[config.mk]
export PLATFORM = sky130hd
export DESIGN_NAME = mux4_rr_sched
export DESIGN_NICKNAME = d
export VERILOG_FILES = /design/src/rtl/mux_sched_pkg.sv /design/src/rtl/rr_pick4.sv /design/src/rtl/mux4_rr_sched.sv
export SDC_FILE = /design/constraint.sdc
export NUM_CORES = 1
export LEC_CHECK = 0
export BUFFER_PORTS_ARGS = -buffer_cell sky130_fd_sc_hd__clkbuf_2
export CORE_MARGIN = 4
export CORE_UTILIZATION = 50
export DETAILED_ROUTE_END_ITERATION = 10
export GPL_TIMING_DRIVEN = 0
export HOLD_SLACK_MARGIN = 0.02
export PLACE_DENSITY = 0.76
export REMOVE_ABC_BUFFERS = 1
export SYNTH_ARGS = -nofsm -noshare
export SYNTH_HDL_FRONTEND = slang
export SYNTH_SLANG_ARGS = --single-unit
[constraint.sdc]
create_clock -name clk -period 6.34 [get_ports clk]
set_input_delay 0.951 -clock clk [delete_from_list [all_inputs] [get_ports clk]]
set_output_delay 0.951 -clock clk [all_outputs]
set_load 0.03 [all_outputs]
[src/rtl/mux_sched_pkg.sv]
// Shared constants, FSM state type and select-encoding helper for the
// round-robin mux scheduler.
package mux_sched_pkg;

   localparam int unsigned NUM_REQ = 4;
   localparam int unsigned IDX_W   = 2;

   typedef enum logic {
      ST_IDLE = 1'b0,
      ST_OWN  = 1'b1
   } state_e;

   // Returns {s0, s1}: s1 picks the pair member, s0 picks the pair.
   function automatic logic [1:0] idx_to_sel(input logic [IDX_W-1:0] idx);
      return {idx[1], idx[0]};
   endfunction

endpackage

[src/rtl/rr_pick4.sv]
// Combinational rotate-priority picker: first set bit of req searching
// start, start+1, ... modulo 4.
module rr_pick4
   import mux_sched_pkg::*;
(
   input  logic [NUM_REQ-1:0] req,
   input  logic [IDX_W-1:0]   start,
   output logic               found,
   output logic [IDX_W-1:0]   idx
);

   logic [IDX_W-1:0] cand;

   // Scan from the far end so the candidate closest to start is written last.
   always_comb begin
      found = 1'b0;
      idx   = start;
      cand  = start;
      for (int k = NUM_REQ - 1; k >= 0; k--) begin
         cand = start + IDX_W'(k);
         if (req[cand]) begin
            found = 1'b1;
            idx   = cand;
         end
      end
   end

endmodule

[src/rtl/mux4_rr_sched.sv]
// Round-robin owner scheduler driving the s1/s0 selects of a 4:1 mux, with a
// bounded hold burst per owner and registered grant outputs.
module mux4_rr_sched
   import mux_sched_pkg::*;
#(
   parameter int unsigned MAX_HOLD = 8
) (
   input  logic               clk,
   input  logic               rst_n,
   input  logic [NUM_REQ-1:0] req,
   input  logic               en,
   output logic [NUM_REQ-1:0] gnt,
   output logic               s1,
   output logic               s0,
   output logic               busy
);

   localparam int unsigned      CNT_W    = (MAX_HOLD > 1) ? $clog2(MAX_HOLD) : 1;
   localparam logic [CNT_W-1:0] CNT_LAST = CNT_W'(MAX_HOLD - 1);

   state_e               state_q, state_d;
   logic [IDX_W-1:0]     own_q, own_d;
   logic [IDX_W-1:0]     ptr_q, ptr_d;
   logic [CNT_W-1:0]     cnt_q, cnt_d;
   logic [NUM_REQ-1:0]   gnt_q, gnt_d;
   logic [1:0]           sel_q, sel_d;
   logic                 busy_q, busy_d;

   logic [NUM_REQ-1:0]   others;
   logic [IDX_W-1:0]     own_inc;
   logic                 ptr_found, next_found;
   logic [IDX_W-1:0]     ptr_idx, next_idx;
   logic                 take;
   logic [IDX_W-1:0]     take_idx;

   assign others  = req & ~(NUM_REQ'(1) << own_q);
   assign own_inc = own_q + IDX_W'(1);

   rr_pick4 u_pick_ptr (
      .req   (req),
      .start (ptr_q),
      .found (ptr_found),
      .idx   (ptr_idx)
   );

   rr_pick4 u_pick_next (
      .req   (others),
      .start (own_inc),
      .found (next_found),
      .idx   (next_idx)
   );

   always_comb begin
      state_d  = state_q;
      own_d    = own_q;
      ptr_d    = ptr_q;
      cnt_d    = cnt_q;
      gnt_d    = gnt_q;
      sel_d    = sel_q;
      busy_d   = busy_q;
      take     = 1'b0;
      take_idx = '0;

      case (state_q)
         ST_IDLE: begin
            if (en && ptr_found) begin
               take     = 1'b1;
               take_idx = ptr_idx;
            end
         end
         ST_OWN: begin
            if (!req[own_q]) begin
               if (en && next_found) begin
                  take     = 1'b1;
                  take_idx = next_idx;
               end else begin
                  state_d = ST_IDLE;
                  gnt_d   = '0;
                  busy_d  = 1'b0;
                  cnt_d   = '0;
               end
            end else if (cnt_q == CNT_LAST) begin
               // With en low the counter simply saturates here until released.
               if (en && next_found) begin
                  take     = 1'b1;
                  take_idx = next_idx;
               end else if (en) begin
                  cnt_d = '0;
               end
            end else begin
               cnt_d = cnt_q + CNT_W'(1);
            end
         end
         default: state_d = ST_IDLE;
      endcase

      if (take) begin
         state_d = ST_OWN;
         own_d   = take_idx;
         ptr_d   = take_idx + IDX_W'(1);
         cnt_d   = '0;
         gnt_d   = NUM_REQ'(1) << take_idx;
         sel_d   = idx_to_sel(take_idx);
         busy_d  = 1'b1;
      end
   end

   always_ff @(posedge clk or negedge rst_n) begin
      if (!rst_n) begin
         state_q <= ST_IDLE;
         own_q   <= '0;
         ptr_q   <= '0;
         cnt_q   <= '0;
         gnt_q   <= '0;
         sel_q   <= '0;
         busy_q  <= 1'b0;
      end else begin
         state_q <= state_d;
         own_q   <= own_d;
         ptr_q   <= ptr_d;
         cnt_q   <= cnt_d;
         gnt_q   <= gnt_d;
         sel_q   <= sel_d;
         busy_q  <= busy_d;
      end
   end

   assign gnt  = gnt_q;
   assign s1   = sel_q[0];
   assign s0   = sel_q[1];
   assign busy = busy_q;

endmodule
==> flow_summary.toml, run 1 <==
[clock_tree]
clockBufferDepth = 2
cts_buffers = 3
postCtsHoldBufs = 0
insertion_delay_ns = 0.28
post_cts.repair.setup_buffers = 0
cts_resized = 0
clkSlewWorstSetupHoldPaths_ns = 0.09
cts_max_level = 1
cts_tree = "done"
cts_root_buf = "clkbuf_4"
cts.sinks = 13

[pwr]
power_density_mw_per_mm2 = 445
total_power_uw = 552
irDropWorstVdd_mv = 0.266
p_leak_uw = 0.000600
combPwrFrac_pct = 60.7
switching_share_pct = 49.1
clkPwrFrac_pct = 9.6
p_int_uw = 281
p_switching_uw = 271
seq_power_share_pct = 29.7

[worst_setup_path]
worst-path-max-fanout = 10
max_stage_delay_ns = 0.58
end_kind = "register"
cp_data_arrival_time_ns = 3.22
cp-start-kind = "register"
crit_type = "reg -> reg"
cp_slowest_cell = "dfrtp_1"
crit_required_ns = 6.51
crit_chain = "inv_1, ha_1, and2b_1, o41a_4, o2111ai_2, o31ai_2, inv_1, ha_1, mux2i_1, nor2_1, a221o_1"

[final_layout]
stdcell_area_mm2 = 0.00124
drive_gt1_share_pct = 23.3
insertedDiodeCount = 0
syn_to_final_growth_pct = 9.86
num-fill-cells = 193
nNetsFinal = 151

[synthesis]
synth_xor_xnor_area_share_pct = 0
synth_area_mm2 = 0.00113
synth_edf_count = 0
synthArstFlopShare_pct = 100
synth_top_family_by_area = "compound AO/OA/AOI/OAI gates"
synthCells = 118
synthMuxAreaShare_pct = 6.42
ys_ff_latch = 13
seq_area_frac_synth_pct = 28.8
synth_compound_area_share_pct = 28.9
yosysTopAreaCell = "dfrtp_1"
synth-main-ff-cell = "dfrtp_1"
yosys.area_share.simple_pct = 21.2
synthDistinctLibCells = 42
synthAdderAreaFrac_pct = 11.1
yosys_warnings = 0
avgSynthCellArea_um2 = 9.57
synth_top_area_share_pct = 28.8
synth.area.top_cells = "dfrtp_1 (29%), ha_1 (11%), a21oi_1 (4.4%)"

[die]
die_y_um = 55.5
start_util_pct = 54.8
num_io_pins = 14
die-area_mm2 = 0.00308
core_mm2 = 0.00206
num_rows = 16
die_x_um = 55.5

[sta]
relSlewSlack_pct = 54.4
hold_viol_final = 0
finalSetupViolCount = 0
slew_viol_final = 0
fmax_ghz = 0.328
finalSetupTns_ns = 0
period_share_pct = 48.0
final.min_clock_period_ns = 3.05
grt_setup_unrepaired = "false"
tightest_slew_ns = 0.677
clock_skew_ns = 0.00624
holdWs_ns = 0.497

[flow_run]
cap_violations = 0

[placed_design]
placed_area_mm2 = 0.00121
gp_congestion = 0.924
dp_hpwl_mm = 1.83
io_buffers = 13

[global_route]
grt_first_pass_wirelength_mm = 4.02
overflow = 0
antenna_found_initial = 0
grt_max_degree = 14
grt.total_usage_pct = 16.0
grt_pass1_vias = 885

[route]
first_pass_iters = 4
wire_per_inst_um = 14.9
vias = 918
drtIter0Drc = 26
drc = 0
totalWireLength_mm = 2.38
via_per_inst = 5.74
ant_nets = 0

[hold_path]
min_path_type = "reg -> reg"

[run_status]
run_status = "completed"
-- cell usage in the layout, fill, tap and decap left out, types with 3 or more instances in the layout --
cell / count
a221o_1: 3
ha_1: 10
clkbuf_2: 13
nor2_1: 8
a21oi_1: 10
mux2i_1: 5
dfrtp_1: 13
o21ai_1: 7
clkbuf_4: 3
nand2b_1: 6
inv_1: 7
nand2_1: 7
nor2b_1: 5
-- registers in the layout, indices dropped and copies added (netlist names) --
register	flops
busy	1
sel_q	2
state_q	1
gnt	4
cnt_q	3
ptr_q	2
-- through the flow --
step,cells,setup WS (ns),util (%)
after floorplan,116,3.52,-
after global placement,156,3.15,58.9
after detailed placement,156,3.09,58.9
after CTS,160,3.29,60.2
after global routing,160,3.06,60.2
final,160,3.29,60.2
-- cells by family (layout without fill, tap and decap cells) --
logic type | count (synthesis) | in the layout
fa+ha+maj | 10 | 10
mux | 7 | 7
compound gates | 38 | 38
flops | 13 | 13
buf+inv | 9 | 24
simple gates | 41 | 41
-- cells in the mapped netlist, types with 2 or more instances --
library cell / n
nand3_1: 2
o22ai_1: 2
nor3_1: 2
and2b_1: 2
o21ai_1: 7
nor2b_4: 2
a21o_1: 2
inv_1: 7
dfrtp_1: 13
nor2b_1: 5
nor2_1: 8
ha_1: 10
mux2i_1: 5
a21oi_1: 10
a221o_1: 3
nand2b_1: 6
nand2_1: 7
-- final cells by class --
class                           instances  area [um2]  share of cell area, %
Multi-Input combinational cell         96         763                   61.5
Inverter                                7        26.3                   2.12
Sequential cell                        13         325                   26.2
Clock buffer                            3        22.5                   1.81
Timing Repair Buffer                   13        65.1                   5.24
Tap cell                               27        33.8                   2.72
Clock inverter                          1        5.00                  0.403
-- worst max-delay path, delay by kind of cell, from the launching register on --
kind / cells / cell delay, ns
AOI/OAI and AO/OA: 4 / 1.18
adders and majority gates: 2 / 0.47
buffers and inverters: 2 / 0.28
DFF: 1 / 0.58
muxes: 1 / 0.15
and+or+nand+nor: 2 / 0.27
-- routing by layer --
layer | vias up | global-route usage, % | share of wire (%)
li1 | 464 | - | -
met1 | 429 | 20.3 | 45
met2 | 21 | 26.9 | 50
met3 | 4 | 4.43 | 3.2
met4 | 0 | 3.82 | 0.92
met5 | - | 0 | 0
-- power groups by stage --
stage	Sequential, uW	Clock (uW)	Combinational [uW]
detailed placement	166	0	335
CTS	164	54.8	337
global route	172	59.9	370
finish	164	52.7	335
floorplan	190	0	231
global placement	163	0	325
-- path summary, 6_finish.rpt --
| check | startpoint | endpoint | slack [ns] | depth (start not counted) |
|---|---|---|---|---|
| max | sel_q[0] | gnt[0] | 3.29 | 11 |
| min | cnt_q[0] | cnt_q[0] | 0.50 | 1 |
| max reg2reg | sel_q[0] | gnt[0] | 3.29 | 11 |
| min reg2reg | cnt_q[0] | cnt_q[0] | 0.50 | 1 |
| max in group asynchronous | rst_n | busy | 5.53 | 1 |
| min in group asynchronous | rst_n | gnt[2] | 0.55 | 1 |
Power figures use the tool's default switching activity.
==> run 2: changes to the inputs <==
- ABC_AREA: unset -> 1
- PLACE_DENSITY: 0.76 -> 0.79
- clock period: 6.34 -> 2.7 ns (I/O delays scaled with it)
==> run 2 against run 1 <==
Compared with the run above:
- flip-flop and latch count is the same
- worst setup slack got worse by 3.0 ns
- hold slack worse by 0.016 ns
- fmax grew 28%
- final area increased by 9.6%
- synthesized area is 8.5% higher
- sequential share of layout area fell by 2.2 points
- largest cell class unchanged
- global-route usage grew 1.0 points
- critical path depth is 3 higher
- highest routed layer unchanged
==> flow_summary.toml, run 2 <==
[final_layout]
syn_to_final_growth_pct = 10.9
insertedDiodeCount = 0
num-fill-cells = 195
final_core_util_pct = 59.8
layout.cells.most_common_list = "nand2_1 (73), nand3_1 (22), inv_1 (18)"
largest_register_ff_count = 4
drive_gt1_share_pct = 20.6
nNetsFinal = 222
final_common_cell = "nand2_1"

[synthesis]
yosysMostFrequentCell = "nand2_1"
synthArstFlopShare_pct = 100
synth_area_mm2 = 0.00123
avgSynthCellArea_um2 = 6.59
synth.area.top_cells = "dfrtp_1 (27%), nand2_1 (22%), ha_1 (10%)"
yosys_warnings = 0
synth-main-ff-cell = "dfrtp_1"
synth_top_area_share_pct = 26.5
synthDistinctLibCells = 25
ys_ff_latch = 13
seq_area_frac_synth_pct = 26.5
yosysTopAreaCell = "dfrtp_1"
yosys-top-cells-count = "nand2_1 (73), nand3_1 (22), inv_1 (18)"
synth_edf_count = 0
synthCells = 186

[sta]
final.min_clock_period_ns = 2.38
slew_viol_final = 0
final.setup.worst_slack_ns = 0.319
grt_setup_unrepaired = "false"
finalSetupViolCount = 0
tightest_slew_ns = 0.378
holdWs_ns = 0.481
finalSetupTns_ns = 0
hold_viol_final = 0
period_share_pct = 88.2
fmax_ghz = 0.420
clock_skew_ns = 0.00215
relSlewSlack_pct = 74.8

[clock_tree]
cts_buffers = 3
clockBufferDepth = 2
cts_tree = "done"
cts_max_level = 1
cts.sinks = 13
cts_root_buf = "clkbuf_4"
insertion_delay_ns = 0.28
clkSlewWorstSetupHoldPaths_ns = 0.08

[global_route]
grt.total_usage_pct = 17.1
grt_max_degree = 16
grt_pass1_vias = 1164
antenna_found_initial = 0
grt_first_pass_wirelength_mm = 4.70
overflow = 0

[worst_setup_path]
cp_slowest_cell = "dfrtp_2"
cp_data_arrival_time_ns = 2.55
critPathLaunch = "sel_q[0]"
cp_top_family = "simple AND/OR/NAND/NOR gates"
path_buf_inv = 2
crit-reg2reg-launch = "sel_q[0]"
end_kind = "register"
reg2reg_setup_slack_ns = 0.32
reg2reg_depth = 14
crit_type = "reg -> reg"
cp_common_cell = "nand2_1"
max_stage_delay_ns = 0.45
worst-path-max-fanout = 8
crit_required_ns = 2.87
crit_chain = "inv_2, ha_1, xor2_1, nand2_1, nand2_2, nor2_4, nand3_2, nand3_4, inv_2, nand2_1, nand2_1, ha_1, nand2_1, o21ai_1"
cp-start-kind = "register"
r2r-end = "ptr_q[1]"

[route]
via_per_inst = 5.02
wire_per_inst_um = 10.3
drtIter0Drc = 24
ant_nets = 0
first_pass_iters = 4
totalWireLength_mm = 2.40
vias = 1164
drc = 0

[die]
num_io_pins = 14
num_rows = 17
die-area_mm2 = 0.00331
die_x_um = 57.5
core_mm2 = 0.00228
start_util_pct = 53.9
die_y_um = 57.5

[flow_run]
cap_violations = 0

[placed_design]
place_ws_ns = -0.0174
dp_hpwl_mm = 1.92
gp_congestion = 0.932
io_buffers = 13

[hold_path]
hold_path_depth = 2
min_path_type = "reg -> reg"
hold_start = "busy"
holdPathEnd = "busy"

[run_status]
run_status = "completed"
## run 2: repair_timing
item / CTS / global route
gates resized for setup: 1 / 0
hold endpoints to repair: 6 / 0
setup buffers: 0 / 2
hold buffers: 1 / 0
endpoints found under the setup margin: 1 / 3
## run 2: cell families after synthesis
family,count (synthesis),synth area share (%)
flip-flops,13,26.5
AND/OR/NAND/NOR,116,44.1
buffers and inverters,29,10.0
adder cells (fa/ha/maj),10,10.2
XOR/XNOR,4,2.86
AO/OA/AOI/OAI,14,6.33
## run 2: worst max-delay path by stage
stage          endpoint  slack [ns]  depth (start not counted)
2_1_floorplan  ptr_q[1]        0.09                         14
3_3_place_gp   ptr_q[1]        0.07                         14
3_5_place_dp   ptr_q[1]       -0.02                         14
4_1_cts        ptr_q[1]        0.15                         14
5_1_grt          gnt[0]        0.04                         15
6_report       ptr_q[1]        0.32                         14
## run 2: cell type report
type / instances / area, um2 / area share [%]
multi-input combinational: 144 / 778 / 57.2
clock buffer: 4 / 26.3 / 1.93
timing repair buffer: 16 / 90.1 / 6.62
sequential: 13 / 327 / 24.0
inverter: 27 / 104 / 7.64
tap: 28 / 35.0 / 2.58
## run 2: through the flow
| stage | instance area (um2) | instances |
|---|---|---|
| after floorplan | 1210 | 184 |
| after global placement | 1310 | 225 |
| after detailed placement | 1310 | 225 |
| after CTS | 1350 | 230 |
| after global routing | 1360 | 232 |
| final | 1360 | 232 |
## run 2: tightest hold or removal path: stages, from the launching register on
cell	delay [ns]
dfrtp_1	0.35
nand2_1	0.06
nand2_1	0.05
## run 2: layer usage
layer	global-route usage, %	up-vias	wire length (um)
li1	-	623	-
met1	21.8	530	1140
met2	29.5	7	1180
met3	1.36	4	40
met4	6.62	0	42
met5	0	-	0
Power of run 2 is not shown: default switching activity piles up to over one toggle a cycle in this logic, so the estimate is an artifact.
